**config.mk**
```make
export PLATFORM = sky130hd
export DESIGN_NAME = tag_store_nway
export DESIGN_NICKNAME = d
export VERILOG_FILES = /design/src/rtl/tag_store_nway.sv
export SDC_FILE = /design/constraint.sdc
export NUM_CORES = 1
export LEC_CHECK = 0
export CAP_MARGIN = 40
export CORE_MARGIN = 1
export CORE_UTILIZATION = 25
export CTS_CLUSTER_SIZE = 40
export DETAILED_ROUTE_END_ITERATION = 10
export MAX_ROUTING_LAYER = met4
export PLACE_DENSITY_LB_ADDON = 0.12
export REMOVE_ABC_BUFFERS = 1
export SKIP_CTS_REPAIR_TIMING = 1
export SYNTH_ARGS = -nofsm -noshare
export SYNTH_HDL_FRONTEND = slang
export SYNTH_SLANG_ARGS = --single-unit
```
**constraint.sdc**
```tcl
create_clock -name clock -period 2.5 [get_ports clock]
set_input_delay 0.375 -clock clock [delete_from_list [all_inputs] [get_ports clock]]
set_output_delay 0.375 -clock clock [all_outputs]
set_load 0.05 [all_outputs]
```
**src/rtl/tag_store_nway.sv**
```systemverilog
// N-way tag/state store for the L1 caches.
// Each set holds one {tag, MSI state} per way plus a round-robin victim pointer.
// After reset an internal sweep marks every way Invalid. After that, the block
// accepts one lookup or write per cycle. A lookup answers with hit/way/state
// one cycle after it is accepted.
module tag_store_nway #(
  parameter int AWIDTH = 3,
  parameter int TWIDTH = 12,
  parameter int WWIDTH = 1,
  parameter int SWIDTH = 2
) (
  input  logic              clock,
  input  logic              reset,
  input  logic              req_valid,
  output logic              req_ready,
  input  logic              req_write,
  input  logic [AWIDTH-1:0] req_index,
  input  logic [TWIDTH-1:0] req_tag,
  input  logic [WWIDTH-1:0] req_way,
  input  logic [SWIDTH-1:0] req_state,
  output logic              init_done,
  output logic              resp_valid,
  output logic              resp_hit,
  output logic [WWIDTH-1:0] resp_way,
  output logic [SWIDTH-1:0] resp_state
);

  localparam int DEPTH = 1 << AWIDTH;
  localparam int WAYS  = 1 << WWIDTH;
  localparam logic [SWIDTH-1:0] ST_I = '0;

  typedef enum logic {INIT, RUN} fsm_t;

  fsm_t              fsm;
  logic [AWIDTH-1:0] sweep_cnt;

  logic [TWIDTH-1:0] tag_mem   [DEPTH][WAYS];
  logic [SWIDTH-1:0] state_mem [DEPTH][WAYS];
  logic [WWIDTH-1:0] rr_ptr    [DEPTH];

  logic              accept;
  logic              wr_en;
  logic              lk_en;
  logic              hit;
  logic [WWIDTH-1:0] hit_way;
  logic [SWIDTH-1:0] hit_state;
  logic              inv_found;
  logic [WWIDTH-1:0] inv_way;
  logic [WWIDTH-1:0] victim_way;

  assign accept = (fsm == RUN) && req_valid;
  assign wr_en  = accept && req_write;
  assign lk_en  = accept && !req_write;

  // Associative compare of the addressed set: lowest hitting way, lowest Invalid way.
  // NOTE: every output of this block gets a default before the loop, so no latch can be inferred.
  always_comb begin
    hit       = 1'b0;
    hit_way   = '0;
    hit_state = '0;
    inv_found = 1'b0;
    inv_way   = '0;
    // Scanning from the top way down lets the lowest match overwrite the earlier ones.
    for (int w = WAYS - 1; w >= 0; w--) begin
      if (state_mem[req_index][WWIDTH'(w)] != ST_I &&
          tag_mem[req_index][WWIDTH'(w)] == req_tag) begin
        hit       = 1'b1;
        hit_way   = WWIDTH'(w);
        hit_state = state_mem[req_index][WWIDTH'(w)];
      end
      if (state_mem[req_index][WWIDTH'(w)] == ST_I) begin
        inv_found = 1'b1;
        inv_way   = WWIDTH'(w);
      end
    end
    victim_way = inv_found ? inv_way : rr_ptr[req_index];
  end

  // Control FSM: clear sweep, then registered lookup responses.
  // NOTE: state registers use non-blocking assignments so every flop samples pre-edge values.
  always_ff @(posedge clock or posedge reset) begin
    if (reset) begin
      fsm        <= INIT;
      sweep_cnt  <= '0;
      init_done  <= 1'b0;
      req_ready  <= 1'b0;
      resp_valid <= 1'b0;
      resp_hit   <= 1'b0;
      resp_way   <= '0;
      resp_state <= '0;
    end else begin
      case (fsm)
        INIT: begin
          resp_valid <= 1'b0;
          sweep_cnt  <= sweep_cnt + AWIDTH'(1);
          if (sweep_cnt == AWIDTH'(DEPTH - 1)) begin
            fsm       <= RUN;
            init_done <= 1'b1;
            req_ready <= 1'b1;
          end
        end
        RUN: begin
          resp_valid <= lk_en;
          // Response fields are captured at acceptance, so a later write cannot disturb them.
          if (lk_en) begin
            resp_hit   <= hit;
            resp_way   <= hit ? hit_way : victim_way;
            resp_state <= hit ? hit_state : ST_I;
          end
        end
      endcase
    end
  end

  // Storage update: sweep clears one set per cycle in INIT; accepted writes in RUN.
  // NOTE: the arrays have no reset; the sweep provides the only initialisation they need.
  always_ff @(posedge clock) begin
    if (fsm == INIT) begin
      for (int w = 0; w < WAYS; w++) begin
        state_mem[sweep_cnt][WWIDTH'(w)] <= ST_I;
      end
      rr_ptr[sweep_cnt] <= '0;
    end else if (wr_en) begin
      tag_mem[req_index][req_way]   <= req_tag;
      state_mem[req_index][req_way] <= req_state;
      if (req_state != ST_I && req_way == rr_ptr[req_index]) begin
        rr_ptr[req_index] <= rr_ptr[req_index] + WWIDTH'(1);
      end
    end
  end

endmodule

```
; ---- Word-level counts from Yosys, hierarchy flattened
; Memories as Yosys holds them, arrays and structs flattened.
; Index checks and enable logic that the tools add are counted.
[op_classes]
addsub = 2
magnitude_cmp = 2
n_eq_ne = 3
mux = 29
bitwise_logic = 2
reduce_logical = 14
[ops]
columns = operator, n
row1 = 24-bit two-way mux, 1
row2 = 1-bit two-way mux, 16
row3 = 12-bit demux with 1-bit select, 1
row4 = 12-bit equality test, 1
row5 = 12-bit two-way mux, 1
row6 = 4-bit two-way mux, 3
row7 = 1-bit logical AND, 6
row8 = 2-bit two-way mux, 3
row9 = 3-bit two-way mux, 2
row10 = 2-bit AND reduction, 2
row11 = 2-bit nonzero test, 2
row12 = 4-bit OR reduction, 1
row13 = 3-bit by 1-bit adder with 3-bit output (second input constant), 1
row14 = 3-bit equality test (second input constant), 1
row15 = 2-bit demux with 1-bit select, 1
row16 = 2-bit >= comparator (second input constant), 1
row17 = 2-bit logical NOT, 1
row18 = 2-bit by 1-bit < comparator with 1-bit output (second input constant), 1
row19 = 1-bit NOT with 2-bit output, 1
row20 = 1-bit one-hot mux with 2 select lines, 1
row21 = 1-bit adder (second input constant), 1
row22 = 1-bit equality test, 1
row23 = 1-bit logical NOT, 1
row24 = 1-bit NOT, 1
row25 = 1-bit OR reduction, 1
[word_totals]
register_bits = 10
ramBits = 232
input_bits = 22
out_inout_bits = 7
memories = 3
[mem_list]
columns = memory, depth, width, rd, rd_ports_with_merged_regs, write_ports, line_no
row1 = tag_mem, 8, 24, 1, 0, 1, 37  ; logic [TWIDTH-1:0] tag_mem [DEPTH][WAYS];
row2 = state_mem, 8, 4, 1, 0, 1, 38  ; logic [SWIDTH-1:0] state_mem [DEPTH][WAYS];
row3 = rr_ptr, 8, 1, 1, 0, 1, 39  ; logic [WWIDTH-1:0] rr_ptr [DEPTH];

; ---- Depth between registers and ports, before layout
; Gate-level depths: netlist of the first run.
; An unclocked memory read counts as a cell.
[depth]
ltp_word = 9
depth_mapped = 9

; ---- Least setup slack after synthesis of the first run
; No wires, ideal clock.
[synth_path]
path_type = in2reg
startpoint = in req_index[0]
endpoint = mem tag_mem[0][12] in the netlist's numbering, enable pin
setup_time_ps = 396
t_arrival_ps = 2182
required_ps = 2104
setup_slack_ps = -78
path_stages = 5
path_buffers = 3
cell_sequence = buf_6 > buf_2 > buf_2 > or3_1 > nor3_1
[synth_rtl]
columns = element, line_no
row1 = start: declaration, 17  ; input logic [AWIDTH-1:0] req_index,
row2 = end: declaration, 37
; Straight into the memory's write port.

; ---- Final worst setup path of the first run
[layout_path]
startpoint = in req_index[0]
endpoint = reg resp_state[1]
[layout_between]
elab_chain_cells = 5
[layout_rtl]
columns = element, line_no
row1 = memory 8 x 24 bit or memory 8 x 4 bit (tied branches), n/a
row2 = 12-bit equality test or 2-bit nonzero test (tied branches), "66, 65"
row3 = 1-bit logical AND, 65  ; if (state_mem[req_index][WWIDTH'(w)] != ST_I &&
row4 = 2-bit two-way mux or 1-bit two-way mux (tied branches), 65
row5 = 2-bit two-way mux (*), 108  ; resp_state <= hit ? hit_state : ST_I;
row6 = end signal: assignment, 108
row7 = end: declaration, 25  ; output logic [SWIDTH-1:0] resp_state
; Every way passes the cells marked *; elsewhere a longest branch is shown, timed or not.
; A chain may end at the register's enable or synchronous reset.

==> results of run 1 <==
metal layers:
layer | vias up | track usage | share of wire
li1 | 1262 | - | -
met1 | 1325 | 0.160 | 0.46
met2 | 61 | 0.199 | 0.47
met3 | 16 | 0.0350 | 0.039
met4 | 0 | 0.0627 | 0.022
met5 | - | - | 0
worst paths after layout:
kind,from,endpoint,slack (ns),cells past startpoint
max in group asynchronous,reset,sweep_cnt[2],2.00,2
hold / removal,reset,resp_state[1],0.23,2
hold reg to reg,init_done,init_done,0.48,1
setup reg to reg,fsm,tag_mem[5][15],0.59,6
setup / recovery,req_index[0],resp_state[1],0.26,8
min in group clock,init_done,init_done,0.48,1
report_power, final:
| group | switching (mW) | total [mW] | internal [mW] |
|---|---|---|---|
| combinational | 0.156 | 0.296 | 0.140 |
| clock | 0.862 | 2.21 | 1.35 |
| sequential | 0.00253 | 2.23 | 2.23 |
through the flow:
stage	setup slack, ns	utilization	power [mW]	setup TNS [ns]
2_1_floorplan	0.157	-	2.39	0
3_3_place_gp	-0.112	0.302	2.57	-0.333
3_5_place_dp	-0.139	0.302	2.57	-0.510
4_1_cts	0.243	0.329	4.80	0
5_1_grt	0.141	0.329	4.91	0
6_report	0.263	0.329	4.74	0
registers in the layout (all words and copies together), names as in the netlist:
register / flops
state_mem: 16
resp_valid: 1
init_done: 1
sweep_cnt: 3
fsm: 1
resp_hit: 1
tag_mem: 96
resp_state: 2
cell usage after synthesis (2+ instances only):
library cell | number | area (um2)
nor3_1 | 4 | 20.0
clkbuf_1 | 2 | 7.51
o21ai_0 | 3 | 15.0
dfrtp_1 | 9 | 225
a211oi_1 | 2 | 15.0
edfxtp_1 | 112 | 3360
o22ai_1 | 5 | 31.3
a31oi_1 | 2 | 12.5
buf_6 | 3 | 33.8
o31ai_1 | 3 | 22.5
nor2_1 | 23 | 86.3
nor2b_1 | 4 | 25.0
a221oi_1 | 4 | 35.0
a21oi_1 | 2 | 10.0
and2_1 | 2 | 12.5
mux2i_1 | 19 | 190
ha_1 | 2 | 25.0
mux4_1 | 6 | 158
buf_2 | 7 | 35.0
buf_4 | 2 | 15.0
mux2_2 | 13 | 146
nand2_1 | 12 | 45.0
inv_1 | 4 | 15.0
mux4_2 | 10 | 225
nand2b_1 | 5 | 31.3
xnor2_1 | 10 | 87.6
xor2_1 | 2 | 17.5
layout make-up:
cell class	count	area (um2)	share of cell area
sequential	121	3590	0.558
timing repair buffer	61	633	0.0985
clock inverter	13	104	0.0162
multi-input combinational	147	1330	0.206
tap	265	332	0.0516
clock buffer	19	433	0.0673
inverter	4	15.0	0.00234
cells by family after synthesis:
| logic type | Yosys count | synth area share |
|---|---|---|
| DFF | 121 | 0.716 |
| and+or+nand+nor | 58 | 0.0559 |
| muxes | 48 | 0.144 |
| AOI/OAI and AO/OA | 26 | 0.0362 |
| buffers and inverters | 18 | 0.0212 |
| xor gates and xnor gates | 12 | 0.0210 |
| adders and majority gates | 2 | 0.00499 |
| other | 1 | 0.000749 |
worst max-delay path: cells and delay by family:
kind	cells	cell delay, ns
XOR/XNOR	1	0.17
multiplexers	2	0.69
AND/OR/NAND/NOR	2	0.38
buffers and inverters	2	0.68
AO/OA/AOI/OAI	1	0.25
==> results.py, run 1 <==
metrics = {
    "run_status": {
        "outcome": "complete, no violations",
    },
    "global_routing": {
        "grt_max_degree": 34,
        "grt_pass1_vias": 2873,
        "antenna_found_initial": 0,
        "track_usage": 0.130,
        "grt_pass1_wl_um": 17600,
        "grt_overflow_total": 0,
    },
    "clocking": {
        "cts_tree": "yes",
        "cts_buffer_depth": 2,
        "cts_root_buf": "clkbuf_16",
        "cts_made_buffers": 17,
        "insertion_delay_ns": 0.42,
        "cts.reportedPaths.clkPinSlew_ns": 0.05,
        "htreeDepth": 4,
        "clkSinkCount": 121,
    },
    "sta": {
        "fin_crit_sh": 0.895,
        "hold-worst-slack_ns": 0.230,
        "finalHoldViolations": 0,
        "finalClockSkew_ns": 0.00784,
        "final.min_clock_period_ns": 2.24,
        "fmax_mhz": 447,
        "worstMarginPinSlew_ns": 0.506,
        "setup_viol": 0,
        "maxSlewHeadroom": 0.662,
        "slew_viol_final": 0,
        "grt_setup_unrepaired": "false",
    },
    "critical_path": {
        "worstPathRequired_ns": 2.82,
        "crit_path_top_delay_cell": "clkdlybuf4s50_1",
        "crit_chain": "clkdlybuf4s50_1 > buf_12 > mux4_2 > mux2i_1 > xor2_1 > and4b_1 > nand4_2 > o31ai_1",
        "worstSetupEndpointType": "flip-flop",
        "worstSetupStartpointType": "primary input",
        "worst_path_largest_cell_delay_ns": 0.51,
        "crit_type": "in2reg",
        "arrival_ns": 2.56,
        "critPathMaxFanout": 16,
    },
    "routing": {
        "first_iter_violations": 192,
        "firstDrtPassIters": 4,
        "ant_nets": 0,
        "vias": 2664,
        "avgRoutedWirePerCell_um": 18.4,
        "drt_wl_total_um": 11600,
        "viasPerCell": 4.23,
        "drc": 0,
    },
    "placed_design": {
        "gp_congestion": 0.749,
        "port_buffers": 27,
        "dp_cells": 598,
        "dpl.hpwl_um": 7600,
        "place_area_mm2": 0.00589,
    },
    "final_layout": {
        "final_cell_mix": "edfxtp_1, clkdlybuf4s50_1, buf_4",
        "fin_area_mm2": 0.00643,
        "nets": 376,
        "fillers": 1938,
        "syn_to_final_growth_pct": 28.3,
        "antenna_cells": 0,
        "drive_above_1_share": 0.241,
        "fin_cells": 630,
        "final_common_cell": "edfxtp_1",
    },
    "die": {
        "ios": 29,
        "rows": 51,
        "die_w_um": 144,
        "core_area_mm2": 0.0195,
        "dieHeight_um": 144,
        "initial_core_util": 0.257,
        "die-area_mm2": 0.0206,
    },
    "yosys": {
        "synth_warnings": 0,
        "netlist_instances": 286,
        "ys_types": 41,
        "async_flop_share": 0.0744,
        "ys.flop_type": "edfxtp_1",
        "synth_seq_area_share": 0.716,
        "ys_seq_elements": 121,
        "synth-edff-count": 112,
        "syn_area_per_cell_um2": 17.5,
        "syn-cell-area_mm2": 0.00501,
    },
    "power_and_ir_drop": {
        "leakagePower_nw": 2.22,
        "powerDensity_mw_per_mm2": 737,
        "ir_worst_vdd_uv": 459,
    },
    "job": {
        "drv_cap": 0,
    },
    "worst_hold_path": {
        "hp-class": "in2async",
    },
}
Power figures use the tool's default switching activity.
==> run 2: changes to the inputs <==
- HOLD_SLACK_MARGIN: unset -> 0.05
==> results of run 2 <==
The final DEF is identical to that of run 1; final timing and power are the same.
==> run 3: changes to the inputs <==
- ABC_AREA: unset -> 0
==> results of run 3 <==
The final DEF is identical to that of run 1; final timing and power are the same.
